**src/rtl/dds_phase_accum.sv**
```systemverilog
// dds_phase_accum: prescaled DDS phase accumulator with offset, wrap flag and wrap-synchronised FTW loading
module dds_phase_accum #(
  parameter int ACC_W    = 32,
  parameter int PRESCALE = 1
) (
  input  logic             CLK,
  input  logic             RESET,
  input  logic             RUN,
  input  logic [ACC_W-1:0] FTW_IN,
  input  logic             FTW_SYNC,
  input  logic             FTW_VALID,
  output logic             FTW_READY,
  input  logic [ACC_W-1:0] PHASE_OFS,
  input  logic             PHASE_CLR,
  output logic [ACC_W-1:0] DDS,
  output logic             DDS_VALID,
  output logic             WRAP
);
  localparam int PC_W = $clog2(PRESCALE) + 1;
  typedef enum logic [1:0] {S_IDLE, S_RUN, S_PEND} state_t;
  state_t           state;
  logic [ACC_W-1:0] acc, acc_n, ftw_active, ftw_pend;
  logic [PC_W-1:0]  pc;
  logic             carry, tick, accept;
  assign tick = RUN && pc == PC_W'(PRESCALE - 1);
  assign {carry, acc_n} = {1'b0, acc} + {1'b0, ftw_active};
  assign FTW_READY = state != S_PEND;
  assign accept = FTW_VALID && FTW_READY;
  always_ff @(posedge CLK) begin
    if (RESET) begin
      acc        <= '0;
      ftw_active <= '0;
      ftw_pend   <= '0;
      pc         <= '0;
      DDS        <= '0;
      DDS_VALID  <= 1'b0;
      WRAP       <= 1'b0;
      state      <= S_IDLE;
    end else begin
      if (accept && !FTW_SYNC) ftw_active <= FTW_IN;
      if (accept && FTW_SYNC) ftw_pend <= FTW_IN;
      if (PHASE_CLR) begin
        acc       <= '0;
        pc        <= '0;
        DDS       <= PHASE_OFS;
        DDS_VALID <= 1'b0;
        WRAP      <= 1'b0;
      end else begin
        DDS_VALID <= tick;
        WRAP      <= tick && carry;
        if (tick) begin
          pc  <= '0;
          acc <= acc_n;
          DDS <= acc_n + PHASE_OFS;
        end else if (RUN) pc <= pc + 1'b1;
      end
      // the carrying tick still used the old word; the pending one takes over afterwards
      if (state == S_PEND) begin
        if (!PHASE_CLR && tick && carry) begin
          ftw_active <= ftw_pend;
          state      <= RUN ? S_RUN : S_IDLE;
        end
      end else state <= (accept && FTW_SYNC) ? S_PEND : RUN ? S_RUN : S_IDLE;
    end
  end
endmodule

```
**config.mk**
```make
export PLATFORM = sky130hd
export DESIGN_NAME = dds_phase_accum
export DESIGN_NICKNAME = d
export VERILOG_FILES = /design/src/rtl/dds_phase_accum.sv
export SDC_FILE = /design/constraint.sdc
export NUM_CORES = 1
export LEC_CHECK = 0
export ABC_AREA = 1
export CAP_MARGIN = 20
export CORE_UTILIZATION = 55
export DETAILED_ROUTE_END_ITERATION = 16
export GPL_TIMING_DRIVEN = 0
export HOLD_SLACK_MARGIN = 0.06
export PLACE_DENSITY = 0.91
export SYNTH_ARGS = -nofsm -noshare
export SYNTH_HDL_FRONTEND = slang
export SYNTH_SLANG_ARGS = --single-unit
```
**constraint.sdc**
```tcl
create_clock -name CLK -period 3.9 [get_ports CLK]
set_input_delay 0.78 -clock CLK [delete_from_list [all_inputs] [get_ports CLK]]
set_output_delay 0.78 -clock CLK [all_outputs]
set_load 0.01 [all_outputs]
```
==> results of run 1 <==
==> cell families after synthesis <==
family	share of synthesized area
buffers and inverters	0.08600
DFF	0.2952
xor gates and xnor gates	0.03301
and+or+nand+nor	0.2665
AOI/OAI and AO/OA	0.1878
muxes	0.03551
adders and majority gates	0.09599
==> power groups by stage <==
stage               Sequential [µW]  Combinational, µW  Clock, µW
floorplan                      1510                450          0
finish                         1480                799       1560
detailed placement             1510                753          0
global route                   1480                867       1630
global placement               1500                738          0
CTS                            1480                762       1560
==> Yosys cell counts <==
cell      instances  area [µm²]
nand2_2           5       31.28
nand3_2           1       10.01
nor3b_1           1       7.510
nand3b_1          2       15.01
mux2i_1          32       320.3
a21oi_1         108       540.5
nor4_1            2       12.51
buf_1             3       11.26
clkinv_1          1       3.750
o21a_1            1       7.510
nor2_8            1       20.02
nand3_1          78       390.4
a21oi_2          30       262.8
ha_1             66       825.8
nor2_1           94       352.8
o21ai_0          83       415.4
inv_4             1       6.260
a22o_1           17       148.9
clkbuf_1         29       108.9
a31o_2            1       8.760
a32o_1            1       10.01
dfxtp_1         133        2663
a21o_1           10       75.07
o211ai_1          8       60.06
a21boi_0          4       30.03
o21ai_1           1       5.000
buf_2             3       15.01
xor2_1           20       175.2
nor3_1           14       70.07
nand2_1         363        1363
inv_1           150       563.0
or2_2             6       37.54
a31oi_1          10       62.56
buf_6             6       67.56
xnor2_1          14       122.6
fa_1              2       40.04
and2_1            4       25.02
nand4_1           9       56.30
o21bai_1          9       67.56
nor4_2            1       12.51
==> worst min-delay path, delay by kind of cell, from the launching register on <==
family / cells / cell delay, ns
flip-flops: 1 / 0.31
AND/OR/NAND/NOR: 2 / 0.10
==> flip-flops by register name, summed over array words and instances, names as in the netlist <==
name	count
WRAP	1
ftw_pend	32
ftw_active	32
pc	1
acc	32
DDS_VALID	1
state	2
DDS	32
==> layout make-up <==
cell class                 instances  area, µm²  area share
timing repair buffer             106       1054     0.09508
inverter                         152      573.1     0.05172
clock inverter                    13      127.6     0.01152
tap                              216      270.3     0.02439
sequential                       133       2664      0.2404
buffer                            41      202.7     0.01829
multi-input combinational        998       5757      0.5195
clock buffer                      19      432.9     0.03907
==> stage by stage <==
stage          hold WS, ns  setup WS [ns]  area, µm²  power [µW]
2_1_floorplan       0.4213         0.7266       9020        1958
3_5_place_dp        0.4385        -0.1439      10320        2259
5_1_grt             0.4754       -0.01966      11080        3977
4_1_cts             0.4521       -0.03098      10900        3800
6_report            0.4544         0.2161      11080        3833
3_3_place_gp        0.4323       -0.09131      10320        2241
==> metal layers <==
layer  vias to the layer above  global-route usage  share of wire  wire, µm
met5                         -                   0              0         0
met4                         0              0.1436          0.030       858
met3                        69             0.05658          0.071      2038
met2                       330              0.5707           0.47     13550
met1                      4369              0.4405           0.43     12410
li1                       4631                   -              -         -
==> what timing repair did <==
| item | in CTS | in global routing |
|---|---|---|
| buffers inserted | 0 | 3 |
| hold buffers | 0 | 0 |
| endpoints found under the setup margin | 6 | 15 |
| pin swaps | 0 | 5 |
| cloned | 0 | 0 |
| resized for setup | 4 | 42 |
==> worst paths after layout <==
kind                                end          start  slack, ns
worst max-delay path            DDS[29]  ftw_active[0]       0.22
worst min-delay path            DDS[19]        DDS[19]       0.45
worst max register to register  DDS[29]  ftw_active[0]       0.22
worst min register to register  DDS[19]        DDS[19]       0.45
==> impl_results.md, run 1 <==
* Status: completed
* Final global-route overflow total at 0
* Core Footprint at 15940 µm²
* Via count at 9399
* Combinational share of power at 0.208
* P_leak at 0.005187 µW
* Worst path buffer plus inverter count at 2
* Root buf cell: clkbuf_16
* H-tree Lvls at 4
* Worst setup EP type: register
* R2r worst-path depth at 19
* Mapped Cells at 1324
* Sequential area share after synthesis at 0.2952
* Total negative setup slack at 0 ns
* Placed Cells incl. Taps at 1643
* Final net count at 1587
* WL/cell at 17.20 µm
* DR DRC count at 0
* Most frequent cells in the layout: nand2_1 (359), inv_1 (150), dfxtp_1 (132), clkdlybuf4s50_1 (103), a21oi_1 (100)
* Clock Path Buffers at 2
* Crit path DAT at 4.04 ns
* Vias in the first global route at 8672
* Layout area overhead at 22.85%
* CP Cell Sequence: ha_2 -> inv_1 -> fa_1 -> inv_1 -> nand3_1 -> nand2_2 -> nand3_1 -> nand2_1 -> a21oi_1 -> xnor2_1 -> ha_1 -> nand2_1 -> nor2_1 -> nand2_1 -> o21ai_1 -> nand4_1 -> nand3_1 -> nand3_1 -> a21oi_1
* Min-delay worst type: register to register
* I/O Buffers at 103
* Antenna violations before repair at 0
* Net Sw Frac at 0.3089
* Peak supply drop at 331.7 µV
* Clk sinks at 133
* Clock skew at 0.007479 ns
* Synth Register Bits at 133
* Fin crit share at 0.9446
* Critical Path Max Stage Delay at 0.39 ns
* Initial Utilization at 0.5658
* Int Pwr at 2649 µW
* Layout Cells excl Fill at 1678
* Starting DRC count in detailed routing at 681
* Syn avg cell area at 6.813 µm²
* Hold Crit Depth at 2
* Max-cap check violation count at 0
* Slowest-stage cell, CP: ha_1
* CTS tree: built
* Die ar. at 16920 µm²
* Setup-failing EPs final at 0
* Worst Setup Start Kind: register
* Largest net degree at the start of global routing at 17
* Commonest non-fill, non-tap cell in the layout: nand2_1
* Clk_lat worst skew at 0.44 ns
* GRT Util Overall at 0.3434
* Clock slew at reported path FFs at 0.06 ns
* RePlAce Congestion at 0.9580
* I/O pins at 105
* Psw at 1184 µW
* Setup CP Type: register to register
* Critical path peak fanout at 6
* Clk pwr share at 0.406
* First-pass GRT wire length at 44000 µm
* Final hold violations at 0
* Dpl hpwl at 22170 µm
* Fillers at 1371
* FP Rows at 46
* Relative slew slack at 0.4403
* Via density at 5.601
* Worst slew pin tran at 0.8395 ns
* Layout cell share with drive strength beyond 1 at 0.08208
* Layout Utilization at 0.6950
* Critical Path Stages at 19
* Die Height at 130.1 µm
* DR pass1 iterations at 5
* Pwr Density at 345.9 nW/µm²
* Net Count, Synth at 1462
* WL final at 28860 µm
* Netlist cell types at 40
* Num CTS Buffers at 17
* Seq pwr share at 0.386
* Die Span X at 130.1 µm
* Antenna cells at 0
* Total of warnings raised by yosys at 0
* Antenna Violating Nets Remaining at 0
* Worst path required time at 4.26 ns
* Fin. max-slew vios at 0
* Crit path max-delay family: simple AND/OR/NAND/NOR gates
* Cell Area, Synth at 9020 µm²
* Fin crit period at 3.684 ns
* F_max at 0.2715 GHz
* Most used cell along the critical path: nand3_1
(Power assumes the default switching activity.)
==> run 2, diff against run 1 <==
--- a/config.mk
+++ b/config.mk
@@ -7,11 +7,13 @@
 export LEC_CHECK = 0
 export ABC_AREA = 1
 export CAP_MARGIN = 20
+export CORE_MARGIN = 1
 export CORE_UTILIZATION = 55
 export DETAILED_ROUTE_END_ITERATION = 16
 export GPL_TIMING_DRIVEN = 0
 export HOLD_SLACK_MARGIN = 0.06
 export PLACE_DENSITY = 0.91
+export SLEW_MARGIN = 20
 export SYNTH_ARGS = -nofsm -noshare
 export SYNTH_HDL_FRONTEND = slang
 export SYNTH_SLANG_ARGS = --single-unit
==> results of run 2 <==
Same layout as run 1: the final DEF is identical, and so are final timing and power.
==> run 3, diff against run 2 <==
--- a/config.mk
+++ b/config.mk
@@ -9,10 +9,12 @@
 export CAP_MARGIN = 20
 export CORE_MARGIN = 1
 export CORE_UTILIZATION = 55
+export CTS_CLUSTER_SIZE = 20
 export DETAILED_ROUTE_END_ITERATION = 16
 export GPL_TIMING_DRIVEN = 0
 export HOLD_SLACK_MARGIN = 0.06
-export PLACE_DENSITY = 0.91
+export PLACE_DENSITY_LB_ADDON = 0.2
+export SKIP_LAST_GASP = 1
 export SLEW_MARGIN = 20
 export SYNTH_ARGS = -nofsm -noshare
 export SYNTH_HDL_FRONTEND = slang
==> run 3 against run 2 <==
  * Clock power rose by 6%
  * Highest routed layer unchanged
  * Fmax fell by 0.11%
  * Sequential share of layout area barely moved
  * Die area did not move
  * Count of clock-buffer cells in the layout fell by 1
  * Power rose by 2.2%
  * Critical path depth rose by 1
  * Combinational power fell by 1%
==> impl_results.md, run 3 (same netlist as run 1, synthesis figures left out) <==
* RSZ-0062 raised after global routing: yes
* WL final at 27760 µm
* Fin. max-slew vios at 0
* Placed Cells incl. Taps at 1643
* Clock Path Buffers at 2
* Layout area overhead at 23.04%
* Vias in the first global route at 8481
* Min-delay worst type: register to register
* DR DRC count at 0
* Dpl hpwl at 22000 µm
* P_leak at 0.005188 µW
* Clk sinks at 133
* F_max at 0.2712 GHz
* Relative slew slack at 0.4609
* First-pass GRT wire length at 42970 µm
* Starting DRC count in detailed routing at 641
* WL/cell at 16.55 µm
* Peak supply drop at 323.5 µV
* Antenna violations before repair at 0
* Clock slew at reported path FFs at 0.06 ns
* Final net count at 1586
* I/O Buffers at 103
* FP Rows at 46
* Final hold violations at 0
* Crit path DAT at 4.01 ns
* RePlAce Congestion at 0.9484
* Layout cell share with drive strength beyond 1 at 0.08145
* Num CTS Buffers at 17
* Pre-CTS setup slack at -0.1052 ns
* Core Footprint at 15940 µm²
* Die Height at 130.1 µm
* Via density at 5.494
* Largest net degree at the start of global routing at 17
* Clock skew at 0.008603 ns
* Fin crit share at 0.9456
* Setup-failing EPs final at 0
* Clk pwr share at 0.421
* Layout Utilization at 0.6961
* Die Span X at 130.1 µm
* Worst path required time at 4.23 ns
* I/O pins at 105
* Pwr Density at 352.8 nW/µm²
* Fillers at 1430
* CTS tree: built
* Fin crit period at 3.688 ns
* Combinational share of power at 0.202
* DR pass1 iterations at 5
* Clk_lat worst skew at 0.43 ns
* Antenna Violating Nets Remaining at 0
* Psw at 1193 µW
* Worst slew pin tran at 0.8087 ns
* Total negative setup slack at 0 ns
* Final global-route overflow total at 0
* Via count at 9213
* Critical path peak fanout at 5
* Die ar. at 16920 µm²
* Reg area at 2663 µm²
* Multi-input gate area at 5748 µm²
* Initial Utilization at 0.5658
* Setup CP Type: register to register
* Most frequent cells in the layout: nand2_1 (359), inv_1 (150), dfxtp_1 (133), clkdlybuf4s50_1 (103), a21oi_1 (101)
* Setup ws final at 0.2120 ns
* Status: completed
* Total Power at 3916 µW
* GRT Util Overall at 0.3361
* Net Sw Frac at 0.3047
* Worst setup EP type: register
* Seq pwr share at 0.377
* H-tree Lvls at 4
* Root buf cell: clkbuf_16
* Worst Setup Start Kind: register
* Antenna cells at 0
* Layout Cells excl Fill at 1677
* Max-cap check violation count at 0
* Int Pwr at 2723 µW
* Commonest non-fill, non-tap cell in the layout: nand2_1
## run 3: cell types whose count changed in the layout (fill, tap and decap cells not counted), sizes merged
| cell | change |
|---|---|
| clkinvlp | -2 |
| clkbuf | -1 |
| buf | -1 |
| inv | +4 |
| bufinv | +1 |
| clkinv | -2 |
## run 3: worst paths after layout
check / start / to / slack, ns / cells past startpoint
setup / recovery: ftw_active[0] / DDS[25] / 0.21 / 20
hold / removal: ftw_pend[30] / ftw_pend[30] / 0.45 / 2
setup reg to reg: ftw_active[0] / DDS[25] / 0.21 / 20
hold reg to reg: ftw_pend[30] / ftw_pend[30] / 0.45 / 2
## run 3: metrics by stage
| step | cell area (µm²) | hold slack, ns |
|---|---|---|
| floorplan | 9020 | 0.4213 |
| finish | 11100 | 0.4472 |
| global placement | 10320 | 0.4329 |
| detailed placement | 10320 | 0.4402 |
| CTS | 10920 | 0.4500 |
| global route | 11100 | 0.4753 |
## run 3: timing repair
item	in CTS	in global routing
gates resized for setup	2	39
endpoints found under the hold margin	0	0
endpoints found under the setup margin	4	15
hold buffers	0	0
buffers inserted	0	2
pin swaps	0	2
## run 3: critical path, cell delays in order, from the launching register on
cell,delay (ns)
dfxtp_1,0.39
ha_1,0.21
inv_1,0.06
fa_1,0.38
inv_1,0.08
nand3_1,0.08
nand2_2,0.12
a21oi_2,0.10
inv_1,0.08
nand3_1,0.08
nand4_1,0.14
xor2_1,0.36
ha_1,0.36
a21o_1,0.21
a31oi_1,0.20
a21boi_1,0.19
nand3_1,0.16
nand2_1,0.09
nand2_1,0.05
o21ai_0,0.16
nand2_1,0.07
## run 3: cell type report
cell class                      count  share of cell area
Clock buffer                       18             0.03867
Sequential cell                   133              0.2399
Clock inverter                     14             0.01499
Buffer                             41             0.01826
Multi-Input combinational cell    998              0.5179
Timing Repair Buffer              105             0.09425
Inverter                          152             0.05163
Tap cell                          216             0.02435
## run 3: layer usage
metal  up-vias  global-route usage  part of all wire
met5         -                   0                 0
met4         0              0.1067             0.021
met3        41             0.04387             0.054
met2       270              0.5670              0.47
met1      4270              0.4440              0.46
li1       4632                   -                 -
## run 3: power by group through the flow
stage | Clock (µW) | Sequential [µW] | Combinational, µW
after floorplan | 0 | 1510 | 450
after global placement | 0 | 1500 | 744
after detailed placement | 0 | 1510 | 753
after CTS | 1660 | 1480 | 759
after global routing | 1710 | 1480 | 866
final | 1650 | 1480 | 790
